--- config.mk ---
export PLATFORM = sky130hd
export DESIGN_NAME = fixedpoint_square_seq
export DESIGN_NICKNAME = d
export VERILOG_FILES = /design/src/rtl/fixedpoint_square_seq.sv
export SDC_FILE = /design/constraint.sdc
export NUM_CORES = 1
export LEC_CHECK = 0
export ABC_AREA = 1
export ABC_CLOCK_PERIOD_IN_PS = 6800
export CAP_MARGIN = 20
export CORE_MARGIN = 8
export CORE_UTILIZATION = 40
export CTS_BUF_LIST = sky130_fd_sc_hd__clkbuf_2 sky130_fd_sc_hd__clkbuf_4 sky130_fd_sc_hd__clkbuf_8
export CTS_CLUSTER_SIZE = 10
export DETAILED_ROUTE_END_ITERATION = 10
export GPL_ROUTABILITY_DRIVEN = 0
export GPL_TIMING_DRIVEN = 0
export MAX_ROUTING_LAYER = met4
export SYNTH_ARGS = -nofsm -noshare
export SYNTH_HDL_FRONTEND = slang
export SYNTH_SLANG_ARGS = --single-unit
export TNS_END_PERCENT = 20
--- constraint.sdc ---
create_clock -name clk -period 6.8 [get_ports clk]
set_clock_uncertainty 0.1 [all_clocks]
set_input_delay 1.7 -clock clk [delete_from_list [all_inputs] [get_ports clk]]
set_output_delay 1.7 -clock clk [all_outputs]
set_load 0.005 [all_outputs]
--- src/rtl/fixedpoint_square_seq.sv ---
// ---------------------------------------------------------------------------
// fixedpoint_square_seq
//
// Sequential squarer for unsigned fixed-point operands. An unsigned
// Q(INT_BITS).(FRAC_BITS) operand is squared exactly into an unsigned
// Q(2*INT_BITS).(2*FRAC_BITS) result. The shift-add iteration handles one
// operand bit per clock. The square is also rounded to the nearest integer,
// with halves rounding up, and the rounded value saturates at its maximum.
//
// Handshake (start / busy / done):
//   start is sampled only on an edge where the block is IDLE or DONE. On
//   such an edge the operand is captured from sq_in and the block enters
//   CALC. busy is high for exactly W cycles. done then pulses high for
//   exactly one cycle (state DONE), and the results are valid from that
//   cycle onward. A start seen during DONE begins the next operation
//   immediately. A start seen during CALC is ignored.
//
// Ports:
//   clk      rising-edge clock
//   rst_n    asynchronous active-low reset
//   start    operation request
//   sq_in    unsigned Q(INT_BITS).(FRAC_BITS) operand
//   busy     high while iterating (CALC)
//   done     one-cycle completion pulse
//   sq_out   exact square, unsigned Q(2*INT_BITS).(2*FRAC_BITS)
//   n_round  sq_out rounded to nearest integer, half up, saturating
//   exact    fractional bits of sq_out are all zero
//   sat      rounding overflowed and n_round was clamped
// ---------------------------------------------------------------------------
module fixedpoint_square_seq #(
    parameter int INT_BITS  = 2,
    parameter int FRAC_BITS = 10
) (
    input  logic                                    clk,
    input  logic                                    rst_n,
    input  logic                                    start,
    input  logic [INT_BITS+FRAC_BITS-1:0]           sq_in,
    output logic                                    busy,
    output logic                                    done,
    output logic [2*(INT_BITS+FRAC_BITS)-1:0]       sq_out,
    output logic [2*INT_BITS-1:0]                   n_round,
    output logic                                    exact,
    output logic                                    sat
);

    localparam int W     = INT_BITS + FRAC_BITS;
    localparam int OW    = 2 * W;
    localparam int IW    = 2 * INT_BITS;
    localparam int FW    = 2 * FRAC_BITS;
    localparam int CNT_W = (W > 1) ? $clog2(W) : 1;
    localparam logic [CNT_W-1:0] CNT_LAST = CNT_W'(W - 1);

    typedef enum logic [1:0] {
        ST_IDLE = 2'd0,
        ST_CALC = 2'd1,
        ST_DONE = 2'd2
    } state_t;

    state_t            state_q, state_d;
    logic [W-1:0]      op_q, op_d;
    logic [OW-1:0]     acc_q, acc_d;
    logic [CNT_W-1:0]  cnt_q, cnt_d;
    logic [OW-1:0]     sq_q, sq_d;
    logic [IW-1:0]     n_q, n_d;
    logic              exact_q, exact_d;
    logic              sat_q, sat_d;

    // Datapath for the current iteration.
    logic [OW-1:0]     term;
    logic [OW-1:0]     acc_sum;
    logic [IW-1:0]     sum_ip;
    logic              sum_rb;
    logic              sum_frac_zero;
    logic              sum_sat;
    logic [IW-1:0]     sum_round;

    always_comb begin
        term = '0;
        if (op_q[cnt_q]) begin
            term = {{W{1'b0}}, op_q} << cnt_q;
        end
        // Never overflows: (2^W-1)^2 < 2^(2W).
        acc_sum = acc_q + term;

        // Rounding is evaluated on the running sum. Only the value at the
        // last iteration, the final square, is ever stored.
        sum_ip        = acc_sum[OW-1:FW];
        sum_rb        = acc_sum[FW-1];
        sum_frac_zero = (acc_sum[FW-1:0] == '0);
        sum_sat       = sum_rb & (&sum_ip);
        if (sum_sat) begin
            sum_round = '1;
        end else begin
            sum_round = sum_ip + IW'(sum_rb);
        end
    end

    // Next-state logic and register loads.
    always_comb begin
        state_d = state_q;
        op_d    = op_q;
        acc_d   = acc_q;
        cnt_d   = cnt_q;
        sq_d    = sq_q;
        n_d     = n_q;
        exact_d = exact_q;
        sat_d   = sat_q;

        case (state_q)
            ST_IDLE, ST_DONE: begin
                if (start) begin
                    // The result registers are left alone here. They hold
                    // until the next completion.
                    op_d    = sq_in;
                    acc_d   = '0;
                    cnt_d   = '0;
                    state_d = ST_CALC;
                end else begin
                    state_d = ST_IDLE;
                end
            end
            ST_CALC: begin
                acc_d = acc_sum;
                cnt_d = cnt_q + CNT_W'(1);
                if (cnt_q == CNT_LAST) begin
                    state_d = ST_DONE;
                    sq_d    = acc_sum;
                    n_d     = sum_round;
                    exact_d = sum_frac_zero;
                    sat_d   = sum_sat;
                end
            end
            default: begin
                state_d = ST_IDLE;
            end
        endcase
    end

    always_ff @(posedge clk or negedge rst_n) begin
        if (!rst_n) begin
            state_q <= ST_IDLE;
            op_q    <= '0;
            acc_q   <= '0;
            cnt_q   <= '0;
            sq_q    <= '0;
            n_q     <= '0;
            exact_q <= 1'b0;
            sat_q   <= 1'b0;
        end else begin
            state_q <= state_d;
            op_q    <= op_d;
            acc_q   <= acc_d;
            cnt_q   <= cnt_d;
            sq_q    <= sq_d;
            n_q     <= n_d;
            exact_q <= exact_d;
            sat_q   <= sat_d;
        end
    end

    assign busy    = (state_q == ST_CALC);
    assign done    = (state_q == ST_DONE);
    assign sq_out  = sq_q;
    assign n_round = n_q;
    assign exact   = exact_q;
    assign sat     = sat_q;

endmodule

After elaboration in Yosys (flattened, before gate mapping)
Index checks and enable logic that the tools add are counted.
Widths: inputs -> output; s select.
{"block": "totals", "input_bits": 15, "latchBits": 0, "wordCells": 38, "rom_bits": 0, "memories": 0, "output_inout_bits": 32, "reg_bits": 72, "ram_bits": 0}
{"block": "op_classes", "add_sub_neg": 3, "n_mul": 0, "n_eq_ne": 5, "div_mod_pow": 0, "shifts": 1, "n_mux": 11, "order_cmp": 1, "bitwise_logic": 1, "reduce_logical": 8}
{"operator": "$mux 24", "n": 2}
{"operator": "$pmux 24 s2", "n": 1}
{"operator": "$add 24x24->24", "n": 1}
{"operator": "$shl 12x4->24", "n": 1}
{"operator": "$logic_not 20->1", "n": 1}
{"operator": "$mux 4", "n": 2}
{"operator": "$pmux 4 s2", "n": 1}
{"operator": "$reduce_and 2->1", "n": 3}
{"operator": "$lt 4x5->1 const B", "n": 1}
{"operator": "$add 4x1->4", "n": 1}
{"operator": "$add 4x1->4 const B", "n": 1}
{"operator": "$bmux 1 s4", "n": 1}
{"operator": "$eq 4x4->1 const B", "n": 1}
{"operator": "$pmux 2 s2", "n": 1}
{"operator": "$reduce_and 4->1", "n": 1}
{"operator": "$eq 2x1->1 const B", "n": 1}
{"operator": "$eq 2x2->1 const B", "n": 1}
{"operator": "$logic_not 2->1", "n": 1}
{"operator": "$mux 1", "n": 2}
{"operator": "$mux 2", "n": 1}
{"operator": "$ne 2x1->1 const B", "n": 1}
{"operator": "$ne 2x2->1 const B", "n": 1}
{"operator": "$reduce_bool 2->1", "n": 1}
{"operator": "$reduce_or 2->1", "n": 1}
{"operator": "$and 1x1->1", "n": 1}

Longest topological paths before layout
{"block": "depth", "depth_word": 7, "mapped_depth": 27, "ltp_nobuf": 26}

Least setup slack after synthesis
OpenSTA, ideal clock, no wires.
{"block": "synth_timing", "path_type": "register to register", "startpoint": "register cnt_q[1]", "endpoint": "register n_q[2] (netlist: n_round[2])", "n_path_buf": 2, "setup_time_ns": 0.117, "stages_incl_launch_ff": 24, "slack_ns": 3.767, "synth_period_minus_slack_ns": 3.033, "required_time_ns": 6.583, "arrival_time_ns": 2.816, "cell_sequence": "dfrtp_1 -> buf_2 -> inv_1 -> buf_2 -> nand3_1 -> nand4_1 -> nand2_1 -> a31oi_4 -> nor2_2 -> nand2_1 -> inv_1 -> fa_1 -> nand2_1 -> nand3_1 -> nand3_1 -> nand2_1 -> nand2_1 -> nand3_1 -> nand2_1 -> nand2_1 -> nor2_4 -> nand3_1 -> nand3_1 -> nand2_1"}
{"block": "synth_between", "elab_chain_len": 7, "elab_cells_between_ends": 11, "cone_classes": "2 x add/sub; 1 x eq/ne; 1 x shift; 4 x mux; 1 x bitwise; 2 x reduce/logical"}
{"element": "from (decl)", "line_no": "62", "text": "logic [CNT_W-1:0] cnt_q, cnt_d;"}
{"element": "from (signal assigned)", "line_no": "153", "text": "cnt_q <= cnt_d;"}
{"element": "parallel branches: the longest is 7 deep, another holds $add 24x24->24"}
{"element": "to (signal assigned)", "line_no": "155", "text": "n_q <= n_d;"}
{"element": "to (decl)", "line_no": "64", "text": "logic [IW-1:0] n_q, n_d;"}
Parallel ways; which one is timed is not known. The select of a mux whose other input is x is not followed.
A chain may end at the register's enable or synchronous reset.

Worst setup path after layout
{"block": "layout_timing", "startpoint": "register cnt_q[0]", "endpoint": "register exact_q (netlist: exact)"}
{"block": "layout_between", "elab_chain_len": 5, "elab_cells_between_ends": 8, "cone_classes": "1 x add/sub; 1 x eq/ne; 1 x shift; 3 x mux; 2 x reduce/logical"}
{"element": "$bmux 1 s4", "line_no": "79", "text": "if (op_q[cnt_q]) begin"}
{"element": "$mux 1 (implied by the code)", "line_no": "79"}
{"element": "$mux 24", "line_no": "79"}
{"element": "$add 24x24->24", "line_no": "83", "text": "acc_sum = acc_q + term;"}
{"element": "$logic_not 20->1", "line_no": "89", "text": "sum_frac_zero = (acc_sum[FW-1:0] == '0);"}
{"element": "to (signal assigned)", "line_no": "156", "text": "exact_q <= exact_d;"}
{"element": "to (decl)", "line_no": "65", "text": "logic exact_q, exact_d;"}
Several ways; a longest one is shown, not always the timed one. The select of a mux whose other input is x is not followed.

==> impl_metrics.env <==
export IMPL_io_pins=47
export IMPL_synth_top_area_cell="dfrtp_1"
export IMPL_clkSlewWorstSetupHoldPaths_ns=0.07
export IMPL_clk_path_buf_depth=2
export IMPL_drt_initial_drc_count=343
export IMPL_rsz0062_at_grt="false"
export IMPL_grt_antenna_before_repair=0
export IMPL_worst_setup_path_start_kind="register"
export IMPL_setup_viol=0
export IMPL_power_density_nw_per_um2=561.4
export IMPL_htreeDepth=3
export IMPL_hold_slack_ns=0.3795
export IMPL_drv_slew=0
export IMPL_hold_buffers=0
export IMPL_fp_row_count=41
export IMPL_cts_root_buffer="clkbuf_8"
export IMPL_hold_path_class="reg2reg"
export IMPL_final_setup_worst_slack_ns=3.046
export IMPL_grt_pass1_wl_microns=23630
export IMPL_grt_max_degree=41
export IMPL_p_leak_nw=3.187
export IMPL_fin_setup_tns_ns=0
export IMPL_dp_slack_ns=3.049
export IMPL_worst_pin_slew_ns=0.5811
export IMPL_min_period_ns=3.754
export IMPL_areaGrowthSynthToFinish_pct=17.19
export IMPL_grt_pass1_vias=4909
export IMPL_firstDrtPassIters=5
export IMPL_port_buffers=46
export IMPL_drc=0
export IMPL_ys_async_sr_fraction=1.000
export IMPL_yosysSeqAreaShare=0.3443
export IMPL_vias=5091
export IMPL_ys_warnings_count=0
export IMPL_hpwl_microns=11600
export IMPL_wl_per_cell_microns=14.22
export IMPL_ys_top_cells_by_area="dfrtp_1, nand2_1, inv_1"
export IMPL_synth_nets=820
export IMPL_numCtsBuffers=9
export IMPL_finalPower_mw=3.443
export IMPL_fmax_mhz=266.4
export IMPL_drive_gt1_frac=0.08541
export IMPL_synth_seq_cells=72
export IMPL_reg2reg_slack_ns=3.05
export IMPL_fill_cells=1364
export IMPL_ys_types=41
export IMPL_wl_microns=14440
export IMPL_diodes=0
export IMPL_ys_top_cells_by_count="nand2_1, inv_1, dfrtp_1, o21ai_0, nand3_1"
export IMPL_yosysMostFrequentCell="nand2_1"
export IMPL_relSlewSlack=0.6126
export IMPL_hold_viol=0
export IMPL_clkSinkCount=72
export IMPL_start_util=0.4114
export IMPL_post_cts_buffers=0
export IMPL_required_ns=7.01
export IMPL_netlist_area_sq_um=5234
export IMPL_viasPerCell=5.016
export IMPL_clock_latency_ns=0.37
export IMPL_cts_resized_gates=0
export IMPL_fp_dieW_microns=130.4
export IMPL_ir_worst_vdd_uv=221.6
export IMPL_grtUsageTotal=0.1829
export IMPL_synth_edf_count=0
export IMPL_fin_nets=878
export IMPL_netlist_instances=780
export IMPL_syn_avg_cell_area_sq_um=6.710
export IMPL_cp_end_kind="register"
export IMPL_cts_tree="done"
export IMPL_drv_cap=0
export IMPL_synth_top_area_frac=0.3443
export IMPL_core_sq_um=12720
export IMPL_globalRoute_totalOverflow=0
export IMPL_die_h_microns=130.4
export IMPL_die_area_sq_um=17000
export IMPL_period_share=0.5521
export IMPL_drtAntennaViolNets=0
export IMPL_status="finished, final reports clean"
export IMPL_crit_arrival_ns=3.96
export IMPL_synth_ff_type="dfrtp_1"
export IMPL_setup_worst_path_class="reg2reg"
export IMPL_crit_path_max_fanout=10
[logic make-up (layout without fill, tap and decap cells)]
logic type / count (synthesis) / in the layout / synth area share
buffers and inverters: 119 / 182 / 0.08965
adders and majority gates: 25 / 25 / 0.06120
muxes: 11 / 11 / 0.02367
DFF: 72 / 72 / 0.3443
xor gates and xnor gates: 4 / 4 / 0.006695
and+or+nand+nor: 443 / 443 / 0.3650
AOI/OAI and AO/OA: 106 / 106 / 0.1095
[final timing paths]
| kind | startpoint | end | cells past startpoint |
|---|---|---|---|
| setup / recovery | cnt_q[0] | exact | 23 |
| hold / removal | sq_out[10] | sq_out[10] | 2 |
| setup reg to reg | cnt_q[0] | exact | 23 |
| hold reg to reg | sq_out[10] | sq_out[10] | 2 |
| max in group asynchronous | rst_n | op_q[2] | 2 |
| min in group asynchronous | rst_n | sq_out[5] | 1 |
[report_power, final]
part,internal (mW),switching (mW)
clock network,0.196,0.157
logic,0.836,1.50
registers,0.632,0.120
total,1.66,1.78
[routing by layer]
layer / part of all wire / routed length (microns) / GRT usage
met1: 0.48 / 6980 / 0.2334
met2: 0.43 / 6261 / 0.2748
met3: 0.044 / 632 / 0.02917
met4: 0.039 / 563 / 0.09791
met5: 0 / 0 / -
[sequential cells by signal (all words and copies together) (netlist names)]
register,count
state_q,2
acc_q,24
sat,1
sq_out,24
exact,1
op_q,12
n_round,4
cnt_q,4
[area by class of cell]
cell class	instances	area, sq um	share of cell area
buffer	23	107.6	0.01754
clock buffer	13	166.4	0.02713
clock inverter	3	40.04	0.006528
inverter	96	361.6	0.05896
multi-input combinational	589	2963	0.4831
sequential	72	1802	0.2938
tap	172	215.2	0.03509
timing repair buffer	47	478.0	0.07793
[worst max-delay path: stages, from the launching register on]
cell     delay (ns)
dfrtp_1        0.35
buf_2          0.19
nor2_1         0.06
inv_1          0.09
nand3_1        0.09
nand4_1        0.18
nand2_1        0.13
a31oi_4        0.32
nor2_2         0.09
inv_1          0.12
nor2_1         0.08
ha_1           0.39
nand2_2        0.10
nor2_1         0.19
nand3_1        0.12
nand2_1        0.14
nand2_1        0.09
nand2_1        0.09
nand2_1        0.05
nand2_1        0.17
nand3_1        0.14
nor2_1         0.22
nand3_1        0.11
nand2_1        0.06
[stage by stage]
step                cells  utilization  area [sq um]
floorplan             780            -          5234
global placement      998       0.4645          5909
detailed placement    999       0.4659          5927
CTS                  1015       0.4821          6133
global route         1015       0.4821          6133
finish               1015       0.4821          6133
[layout by cell type (no fill, tap or decap), types with 4 or more instances in the layout]
| cell type | count |
|---|---|
| o21ai_0 | 65 |
| nor2_1 | 47 |
| nand2_2 | 10 |
| mux2_2 | 11 |
| clkbuf_1 | 12 |
| clkdlybuf4s50_1 | 45 |
| ha_1 | 24 |
| dfrtp_1 | 72 |
| nand3_1 | 51 |
| clkbuf_8 | 11 |
| a21oi_1 | 27 |
| nand3b_1 | 5 |
| nand4_1 | 12 |
| nand3_2 | 4 |
| nor2_2 | 7 |
| buf_2 | 8 |
| inv_1 | 92 |
| nand2_1 | 295 |
Note: power is estimated with default switching activity, not from simulation.
